===== src/rtl/muldiv_ctrl_pkg.sv =====
// Shared definitions for the EX-stage multiply/divide sequencing controller:
// operation encodings, controller states and HI/LO result packing.
package muldiv_defs;

    typedef enum logic [1:0] {
        OP_MULT  = 2'b00,
        OP_MULTU = 2'b01,
        OP_DIV   = 2'b10,
        OP_DIVU  = 2'b11
    } op_code_t;

    typedef enum logic [1:0] {
        S_IDLE,
        S_MUL,
        S_DIV,
        S_DONE
    } state_t;

    // HI/LO write word layout: LO in the upper half, HI in the lower half.
    localparam int HL_LO_MSB = 63;
    localparam int HL_LO_LSB = 32;
    localparam int HL_HI_MSB = 31;
    localparam int HL_HI_LSB = 0;

    // LO value written for a divide by zero (HI gets the dividend).
    localparam logic [31:0] DIV0_LO = 32'hFFFF_FFFF;

    function automatic logic op_is_div(input op_code_t op);
        return op[1];
    endfunction

    function automatic logic op_is_signed(input op_code_t op);
        return ~op[0];
    endfunction

    function automatic logic [63:0] pack_hl(input logic [31:0] lo, input logic [31:0] hi);
        logic [63:0] v;
        v = '0;
        v[HL_LO_MSB:HL_LO_LSB] = lo;
        v[HL_HI_MSB:HL_HI_LSB] = hi;
        return v;
    endfunction

    // Both units return {upper,lower} = {hi,lo} or {remainder,quotient};
    // the lower half goes to LO and the upper half to HI.
    function automatic logic [63:0] unit_to_hl(input logic [63:0] pair);
        return pack_hl(pair[31:0], pair[63:32]);
    endfunction

endpackage


===== src/rtl/muldiv_ctrl_if.sv =====
// Bundle of the EX-side handshake and the mul/div unit connections.
// slave is the controller's view, master the pipeline/units side.
interface muldiv_ctrl_if;
    import muldiv_defs::*;

    logic        op_valid;
    op_code_t    op_code;
    logic [31:0] op_src1;
    logic [31:0] op_src2;
    logic        flush;
    logic        ex_advance;

    logic        mul_signed;
    logic [31:0] mul_ina;
    logic [31:0] mul_inb;
    logic [63:0] mul_result;

    logic        div_start;
    logic        div_signed;
    logic [31:0] div_opdata1;
    logic [31:0] div_opdata2;
    logic        div_annul;
    logic [63:0] div_result;
    logic        div_ready;

    logic        stallreq;
    logic        hl_we;
    logic [63:0] hl_wdata;
    logic        busy;
    logic        timeout_err;

    modport slave (
        input  op_valid, op_code, op_src1, op_src2, flush, ex_advance,
        input  mul_result, div_result, div_ready,
        output mul_signed, mul_ina, mul_inb,
        output div_start, div_signed, div_opdata1, div_opdata2, div_annul,
        output stallreq, hl_we, hl_wdata, busy, timeout_err
    );

    modport master (
        output op_valid, op_code, op_src1, op_src2, flush, ex_advance,
        output mul_result, div_result, div_ready,
        input  mul_signed, mul_ina, mul_inb,
        input  div_start, div_signed, div_opdata1, div_opdata2, div_annul,
        input  stallreq, hl_we, hl_wdata, busy, timeout_err
    );

endinterface


===== src/rtl/muldiv_ctrl.sv =====
// Sequencing controller for the EX-stage multiplier and divider. Accepts one
// mul/div op, stalls EX while it is in flight, then holds the HI/LO write
// until EX advances. Handles flush, divide-by-zero and a divider watchdog.
module muldiv_ctrl
    import muldiv_defs::*;
#(
    parameter int MUL_LAT     = 2,
    parameter int DIV_TIMEOUT = 64
) (
    input  logic          clk,
    input  logic          resetn,
    muldiv_ctrl_if.slave  bus
);

    localparam int             WD_W     = $clog2(DIV_TIMEOUT);
    localparam logic [2:0]     CNT_INIT = 3'(MUL_LAT - 1);
    localparam logic [WD_W-1:0] WD_LAST = WD_W'(DIV_TIMEOUT - 1);

    state_t          r_state;
    state_t          w_state_next;
    logic [2:0]      r_cnt;
    logic [WD_W-1:0] r_wd;
    logic            r_signed;
    logic [31:0]     r_src1;
    logic [31:0]     r_src2;
    logic [63:0]     r_result;

    logic            w_accept;
    logic            w_div0;
    logic            w_wd_last;
    logic            w_in_mul;
    logic            w_in_div;
    logic            w_hl_we;

    assign w_in_mul  = (r_state == S_MUL);
    assign w_in_div  = (r_state == S_DIV);
    assign w_wd_last = (r_wd == WD_LAST);
    assign w_div0    = op_is_div(bus.op_code) && (bus.op_src2 == '0);

    // Next-state decision; flush overrides every in-flight state.
    always_comb begin
        w_state_next = r_state;
        w_accept     = 1'b0;
        case (r_state)
            S_IDLE: begin
                if (bus.op_valid && !bus.flush) begin
                    w_accept = 1'b1;
                    if (!op_is_div(bus.op_code)) begin
                        w_state_next = S_MUL;
                    end else if (w_div0) begin
                        w_state_next = S_DONE;
                    end else begin
                        w_state_next = S_DIV;
                    end
                end
            end
            S_MUL: begin
                if (bus.flush) begin
                    w_state_next = S_IDLE;
                end else if (r_cnt == '0) begin
                    w_state_next = S_DONE;
                end
            end
            S_DIV: begin
                if (bus.flush) begin
                    w_state_next = S_IDLE;
                end else if (bus.div_ready || w_wd_last) begin
                    w_state_next = S_DONE;
                end
            end
            S_DONE: begin
                if (bus.flush || bus.ex_advance) begin
                    w_state_next = S_IDLE;
                end
            end
            default: w_state_next = S_IDLE;
        endcase
    end

    // State register.
    always_ff @(posedge clk) begin
        if (!resetn) begin
            r_state <= S_IDLE;
        end else begin
            r_state <= w_state_next;
        end
    end

    // Operand latch, latency counter, watchdog and result capture.
    always_ff @(posedge clk) begin
        if (!resetn) begin
            r_cnt    <= '0;
            r_wd     <= '0;
            r_signed <= 1'b0;
            r_src1   <= '0;
            r_src2   <= '0;
            r_result <= '0;
        end else begin
            case (r_state)
                S_IDLE: begin
                    if (w_accept) begin
                        r_signed <= op_is_signed(bus.op_code);
                        r_src1   <= bus.op_src1;
                        r_src2   <= bus.op_src2;
                        r_cnt    <= CNT_INIT;
                        r_wd     <= '0;
                        if (w_div0) begin
                            r_result <= pack_hl(DIV0_LO, bus.op_src1);
                        end
                    end
                end
                S_MUL: begin
                    if (!bus.flush) begin
                        if (r_cnt == '0) begin
                            r_result <= unit_to_hl(bus.mul_result);
                        end else begin
                            r_cnt <= r_cnt - 3'd1;
                        end
                    end
                end
                S_DIV: begin
                    if (!bus.flush) begin
                        r_wd <= r_wd + WD_W'(1);
                        if (bus.div_ready) begin
                            r_result <= unit_to_hl(bus.div_result);
                        end else if (w_wd_last) begin
                            r_result <= '0;
                        end
                    end
                end
                default: begin
                end
            endcase
        end
    end

    assign w_hl_we = (r_state == S_DONE) && !bus.flush;

    assign bus.stallreq    = !bus.flush &&
                             (((r_state == S_IDLE) && bus.op_valid) || w_in_mul || w_in_div);
    assign bus.mul_signed  = w_in_mul && r_signed;
    assign bus.mul_ina     = w_in_mul ? r_src1 : '0;
    assign bus.mul_inb     = w_in_mul ? r_src2 : '0;
    assign bus.div_start   = w_in_div;
    assign bus.div_signed  = w_in_div && r_signed;
    assign bus.div_opdata1 = w_in_div ? r_src1 : '0;
    assign bus.div_opdata2 = w_in_div ? r_src2 : '0;
    assign bus.div_annul   = w_in_div && (bus.flush || (!bus.div_ready && w_wd_last));
    assign bus.timeout_err = w_in_div && !bus.flush && !bus.div_ready && w_wd_last;
    assign bus.hl_we       = w_hl_we;
    assign bus.hl_wdata    = w_hl_we ? r_result : '0;
    assign bus.busy        = (r_state != S_IDLE);

endmodule


===== src/flat_wrapper.sv =====
// flat-port wrapper written by rule: the top's interface ports become plain ports
module muldiv_ctrl_flat import muldiv_defs::*;
#(
    parameter int MUL_LAT     = 2,
    parameter int DIV_TIMEOUT = 64
)
  (clk, resetn, bus_op_valid, bus_op_code, bus_op_src1, bus_op_src2, bus_flush, bus_ex_advance, bus_mul_result, bus_div_result, bus_div_ready, bus_mul_signed, bus_mul_ina, bus_mul_inb, bus_div_start, bus_div_signed, bus_div_opdata1, bus_div_opdata2, bus_div_annul, bus_stallreq, bus_hl_we, bus_hl_wdata, bus_busy, bus_timeout_err);
  muldiv_ctrl_if bus_i ();
  input  logic clk;
  input  logic resetn;
  input wire logic [$bits(bus_i.op_valid)-1:0] bus_op_valid;
  input wire logic [$bits(bus_i.op_code)-1:0] bus_op_code;
  input wire logic [$bits(bus_i.op_src1)-1:0] bus_op_src1;
  input wire logic [$bits(bus_i.op_src2)-1:0] bus_op_src2;
  input wire logic [$bits(bus_i.flush)-1:0] bus_flush;
  input wire logic [$bits(bus_i.ex_advance)-1:0] bus_ex_advance;
  input wire logic [$bits(bus_i.mul_result)-1:0] bus_mul_result;
  input wire logic [$bits(bus_i.div_result)-1:0] bus_div_result;
  input wire logic [$bits(bus_i.div_ready)-1:0] bus_div_ready;
  output wire logic [$bits(bus_i.mul_signed)-1:0] bus_mul_signed;
  output wire logic [$bits(bus_i.mul_ina)-1:0] bus_mul_ina;
  output wire logic [$bits(bus_i.mul_inb)-1:0] bus_mul_inb;
  output wire logic [$bits(bus_i.div_start)-1:0] bus_div_start;
  output wire logic [$bits(bus_i.div_signed)-1:0] bus_div_signed;
  output wire logic [$bits(bus_i.div_opdata1)-1:0] bus_div_opdata1;
  output wire logic [$bits(bus_i.div_opdata2)-1:0] bus_div_opdata2;
  output wire logic [$bits(bus_i.div_annul)-1:0] bus_div_annul;
  output wire logic [$bits(bus_i.stallreq)-1:0] bus_stallreq;
  output wire logic [$bits(bus_i.hl_we)-1:0] bus_hl_we;
  output wire logic [$bits(bus_i.hl_wdata)-1:0] bus_hl_wdata;
  output wire logic [$bits(bus_i.busy)-1:0] bus_busy;
  output wire logic [$bits(bus_i.timeout_err)-1:0] bus_timeout_err;
  assign bus_i.op_valid = bus_op_valid;
  assign bus_i.op_code = bus_op_code;
  assign bus_i.op_src1 = bus_op_src1;
  assign bus_i.op_src2 = bus_op_src2;
  assign bus_i.flush = bus_flush;
  assign bus_i.ex_advance = bus_ex_advance;
  assign bus_i.mul_result = bus_mul_result;
  assign bus_i.div_result = bus_div_result;
  assign bus_i.div_ready = bus_div_ready;
  assign bus_mul_signed = bus_i.mul_signed;
  assign bus_mul_ina = bus_i.mul_ina;
  assign bus_mul_inb = bus_i.mul_inb;
  assign bus_div_start = bus_i.div_start;
  assign bus_div_signed = bus_i.div_signed;
  assign bus_div_opdata1 = bus_i.div_opdata1;
  assign bus_div_opdata2 = bus_i.div_opdata2;
  assign bus_div_annul = bus_i.div_annul;
  assign bus_stallreq = bus_i.stallreq;
  assign bus_hl_we = bus_i.hl_we;
  assign bus_hl_wdata = bus_i.hl_wdata;
  assign bus_busy = bus_i.busy;
  assign bus_timeout_err = bus_i.timeout_err;
  muldiv_ctrl #(.MUL_LAT(MUL_LAT), .DIV_TIMEOUT(DIV_TIMEOUT)) u_core (.clk(clk), .resetn(resetn), .bus(bus_i));
endmodule

===== config.mk =====
export PLATFORM = sky130hd
export DESIGN_NAME = muldiv_ctrl_flat
export DESIGN_NICKNAME = d
export VERILOG_FILES = /design/src/rtl/muldiv_ctrl_pkg.sv /design/src/rtl/muldiv_ctrl_if.sv /design/src/rtl/muldiv_ctrl.sv /design/src/flat_wrapper.sv
export SDC_FILE = /design/constraint.sdc
export NUM_CORES = 1
export LEC_CHECK = 0
export ABC_AREA = 1
export BUFFER_PORTS_ARGS = -buffer_cell sky130_fd_sc_hd__buf_4
export CORE_AREA = 3 3 194 196
export CTS_BUF_LIST = sky130_fd_sc_hd__clkbuf_4 sky130_fd_sc_hd__clkbuf_8
export DETAILED_ROUTE_END_ITERATION = 10
export DIE_AREA = 0 0 197 199
export PLACE_DENSITY_LB_ADDON = 0.2
export SYNTH_ARGS = -nofsm -noshare
export SYNTH_HDL_FRONTEND = slang
export SYNTH_SLANG_ARGS = --single-unit

===== constraint.sdc =====
create_clock -name clk -period 2.9 [get_ports clk]
set_input_delay 0.58 -clock clk [delete_from_list [all_inputs] [get_ports clk]]
set_output_delay 0.58 -clock clk [all_outputs]
set_load 0.02 [all_outputs]

# Yosys cells after proc, flatten, opt, wreduce, memory -nomap -nowiden
# Index checks and enable logic that the tools add are counted.
classes:
  eq_ne: 15
  reduce_logical: 31
  addsub: 2
  n_mux: 31
  bitwise_logic: 1
op_table:
  columns: ["op", "n"]
  rows:
  - ["$mux W64", 8]
  - ["$pmux W64 S3", 1]
  - ["$mux W32", 4]
  - ["$logic_not A32 Y1", 1]
  - ["$mux W2", 7]
  - ["$logic_and A1 B1 Y1", 12]
  - ["$mux W6", 2]
  - ["$pmux W6 S2", 1]
  - ["$mux W3", 3]
  - ["$ne A2 B1 Y1 const B", 4]
  - ["$ne A2 B2 Y1 const B", 4]
  - ["$pmux W2 S4", 1]
  - ["$reduce_and A4 Y1", 2]
  - ["$reduce_and A7 Y1", 1]
  - ["$add A6 B1 Y6 const B", 1]
  - ["$eq A6 B6 Y1 const B", 1]
  - ["$ne A3 B3 Y1 const B", 2]
  - ["$pmux W3 S2", 1]
  - ["$reduce_bool A2 Y1", 3]
  - ["$logic_or A1 B1 Y1", 5]
  - ["$eq A2 B2 Y1 const B", 2]
  - ["$logic_not A3 Y1", 1]
  - ["$mux W1", 3]
  - ["$ne A3 B2 Y1 const B", 1]
  - ["8 further kinds", 9]
word_totals:
  register_bits: 140
  word_cells: 87

# Depth between registers and ports, before layout
depth:
  depth_word: 6
  mapped_depth: 13
  ltp_nobuf: 11

# Least setup slack after synthesis
# OpenSTA, ideal clock, no wires.
synth_timing:
  kind: "flip-flop to output port"
  start: "register u_core.r_state[0]"
  end: "output bus_div_opdata1[11]"
  t_required_ns: 2.320
  path_slack_ns: 0.628
  path_stages_with_launch: 8
  arrival_ns: 1.692
  path_cell_list: "dfxtp_1 inv_1 ha_1 buf_2 buf_1 buf_1 nand2_1 inv_1"
synth_between:
  elab_chain_cells: 2
synth_rtl:
  columns: ["element", "line", "source"]
  rows:
  - ["start, declared", "muldiv_ctrl.sv:19", "state_t r_state;"]
  - ["start signal, assigned", "muldiv_ctrl.sv:85", "r_state <= w_state_next;"]
  - ["$eq A2 B2 Y1", "muldiv_ctrl.sv:36", "assign w_in_div = (r_state == S_DIV);"]
  - ["net bus_div_start", "flat_wrapper.sv:23", "output wire logic [$bits(bus_i.div_start)-1:0] bus_div_start;"]
  - ["$mux W32", "muldiv_ctrl.sv:146", "assign bus.div_opdata1 = w_in_div ? r_src1 : '0;"]
  - ["end, declared", "flat_wrapper.sv:25", "output wire logic [$bits(bus_i.div_opdata1)-1:0] bus_div_opdata1;"]
# The timed path passes the listed nets, and every way through them passes these cells.

# Final worst setup path
layout_timing:
  start: "register u_core.r_state[1]"
  end: "output bus_mul_ina[8]"
layout_between:
  elab_chain_cells: 2
layout_rtl:
  columns: ["element", "line", "source"]
  rows:
  - ["$eq A2 B1 Y1", "muldiv_ctrl.sv:35", "assign w_in_mul = (r_state == S_MUL);"]
  - ["$mux W32", "muldiv_ctrl.sv:142", "assign bus.mul_ina = w_in_mul ? r_src1 : '0;"]
  - ["end, declared", "flat_wrapper.sv:21", "output wire logic [$bits(bus_i.mul_ina)-1:0] bus_mul_ina;"]
# No other way between the ends.

==> flow_summary.json <==
{
  "status": "complete, no violations",
  "skew_ns": 0.0166,
  "crit_slowest_cell": "ha_4",
  "worstMarginPinSlew_ns": 0.717,
  "syn_area_mm2": 0.00827,
  "die_x_um": 197,
  "setup_tns_ns": 0,
  "rows": 70,
  "avgSynthCellArea_um2": 6.06,
  "finalCritPeriodShare_pct": 88.1,
  "root_buffer": "clkbuf_8",
  "yosysWarnings": 0,
  "wirelength_mm": 33.2,
  "cpPeakStageDelay_ns": 0.40,
  "gp_congestion": 0.774,
  "wl_per_cell_um": 15.2,
  "cp.arrival_ns": 1.98,
  "drt-vias-per-instance": 4.32,
  "crit_required_ns": 2.32,
  "synth.yosys.seq_area_share_pct": 33.9,
  "maxSlewViolCount": 0,
  "maxClockFrequency_mhz": 391,
  "cts_buffer_depth": 2,
  "worstSetupPathType": "flop to output port",
  "synth_cell_types": 32,
  "grt_max_degree": 81,
  "layout_commonest_cell": "buf_4",
  "cp_num_buf_inv": 4,
  "cts_tree": "yes",
  "place_hpwl_mm": 24.2,
  "firstDrtPassIters": 4,
  "synth_fp_nets": 1574,
  "fin_nets": 1909,
  "crit_path_max_fanout": 53,
  "worst_setup_path_start_kind": "flop",
  "final_cell_mix": "407 x buf_4, 287 x nand2_1, 281 x nor2_1, 215 x inv_1, 140 x dfxtp_1",
  "rsz0062_at_grt": "false",
  "worstHoldPathType": "input port to flop",
  "ys_ff_latch": 140,
  "htreeDepth": 4,
  "grt_antenna_before_repair": 2,
  "cts_buffers": 17,
  "grtUsageTotal_pct": 16.1,
  "power_leakage_uw": 0.00648,
  "cp_top_family": "buffers and inverters",
  "clk_latency_ns": 0.46,
  "first_iter_violations": 435,
  "dieArea_mm2": 0.0392,
  "clkTransAtPathRegs_ns": 0.09,
  "synth_edf_count": 0,
  "antenna-diode-count": 0,
  "die_h_um": 199,
  "p_per_area_mw_per_mm2": 919,
  "io_pins": 400,
  "synthToLayoutAreaGrowth_pct": 45.5,
  "critPathCaptureType": "output port",
  "hold_viol_final": 0,
  "grt_pass1_wl_mm": 50.0,
  "async_reset_ff_share_pct": 0,
  "synth_flop_cell": "dfxtp_1",
  "rrSetupSlack_ns": 0.60,
  "num_vias": 9420,
  "cp_cell_sequence": "inv_1, ha_4, buf_12, nand2_1, inv_1, buf_4",
  "maxCapViolCount": 0,
  "ir_worst_vdd_mv": 0.515,
  "drive_gt1_share_pct": 28.4,
  "period_needed_ns": 2.56,
  "setup_viol": 0,
  "ctsResizeCount": 0,
  "overflow": 0,
  "route.antenna.remaining_nets": 0,
  "setup_ws_ns": 0.344,
  "portBuffers": 399,
  "pre_cts_ws_ns": 0.549,
  "max_slew_margin_pct": 52.2,
  "path_common_cell": "inv_1",
  "clkSinkCount": 140,
  "start_util_pct": 22.8,
  "core_area_mm2": 0.0363,
  "drc_errors": 0,
  "netlist_instances": 1366,
  "grt_pass1_vias": 9093
}
-- what timing repair did --
| action | in CTS | in global routing |
|---|---|---|
| hold buffers | 0 | 0 |
| setup endpoints to repair | 0 | 2 |
| setup buffers | 0 | 1 |
| endpoints found under the hold margin | 0 | 0 |
-- synthesized netlist by cell type, types with 17 or more instances --
library cell    n  share of area (%)
a221oi_1       35                3.7
dfxtp_1       140                 34
o21ai_0        91                5.5
buf_1          24                1.1
a21oi_2        20                2.1
nand3_1        64                3.9
clkbuf_1       46                2.1
buf_2          17                1.0
nor2_1        281                 13
nand2_1       288                 13
a21oi_1        85                5.1
inv_1         215                9.8
-- flip-flops by register name (all words and copies together), names as in the netlist --
register         count
u_core.r_result     64
u_core.r_state       2
u_core.r_src2       32
u_core.r_cnt         3
u_core.r_src1       32
u_core.r_signed      1
u_core.r_wd          6
-- layer usage --
| layer | track usage [%] | wire length, um | vias to the layer above |
|---|---|---|---|
| met1 | 20.1 | 14600 | 4204 |
| li1 | - | - | 4879 |
| met4 | 3.72 | 435 | 2 |
| met2 | 27.3 | 15700 | 307 |
| met3 | 4.86 | 2550 | 28 |
| met5 | 0 | 13 | - |
-- where the power goes --
group	internal, uW	switching [uW]	total, uW
clock	773	848	1620
combinational	2260	4220	6480
sequential	2560	399	2960
-- cells by family after synthesis --
kind of cell	synth area share, %
flops	33.9
xor+xnor	0.106
simple gates	30.9
fa+ha+maj	1.21
compound gates	17.9
buf+inv	16.0
-- layout make-up --
class | count | area, um^2
clock inverter | 14 | 146
inverter | 219 | 822
fill | 4032 | 24200
tap | 468 | 586
timing repair buffer | 418 | 3280
sequential | 140 | 2800
multi-input combinational | 905 | 4160
clock buffer | 18 | 241
-- metrics by stage --
stage	std cells	hold WS, ns	cell area, um^2	utilization (%)	power [uW]
final	2182	0.297	12000	33.2	11100
after global routing	2182	0.272	12000	33.2	12100
after CTS	2181	0.251	12000	33.1	11200
after detailed placement	2149	0.453	11600	32.1	9530
after global placement	2149	0.443	11600	32.1	9500
after floorplan	1366	0.429	8270	-	7600
-- path summary, 6_finish.rpt --
check             cells past startpoint                 to               from
setup reg to reg                      8  u_core.r_src1[17]  u_core.r_state[0]
hold reg to reg                       2     u_core.r_wd[4]     u_core.r_wd[4]
setup / recovery                      6     bus_mul_ina[8]  u_core.r_state[1]
hold / removal                        2    u_core.r_signed     bus_op_code[0]
Power figures use the tool's default switching activity.
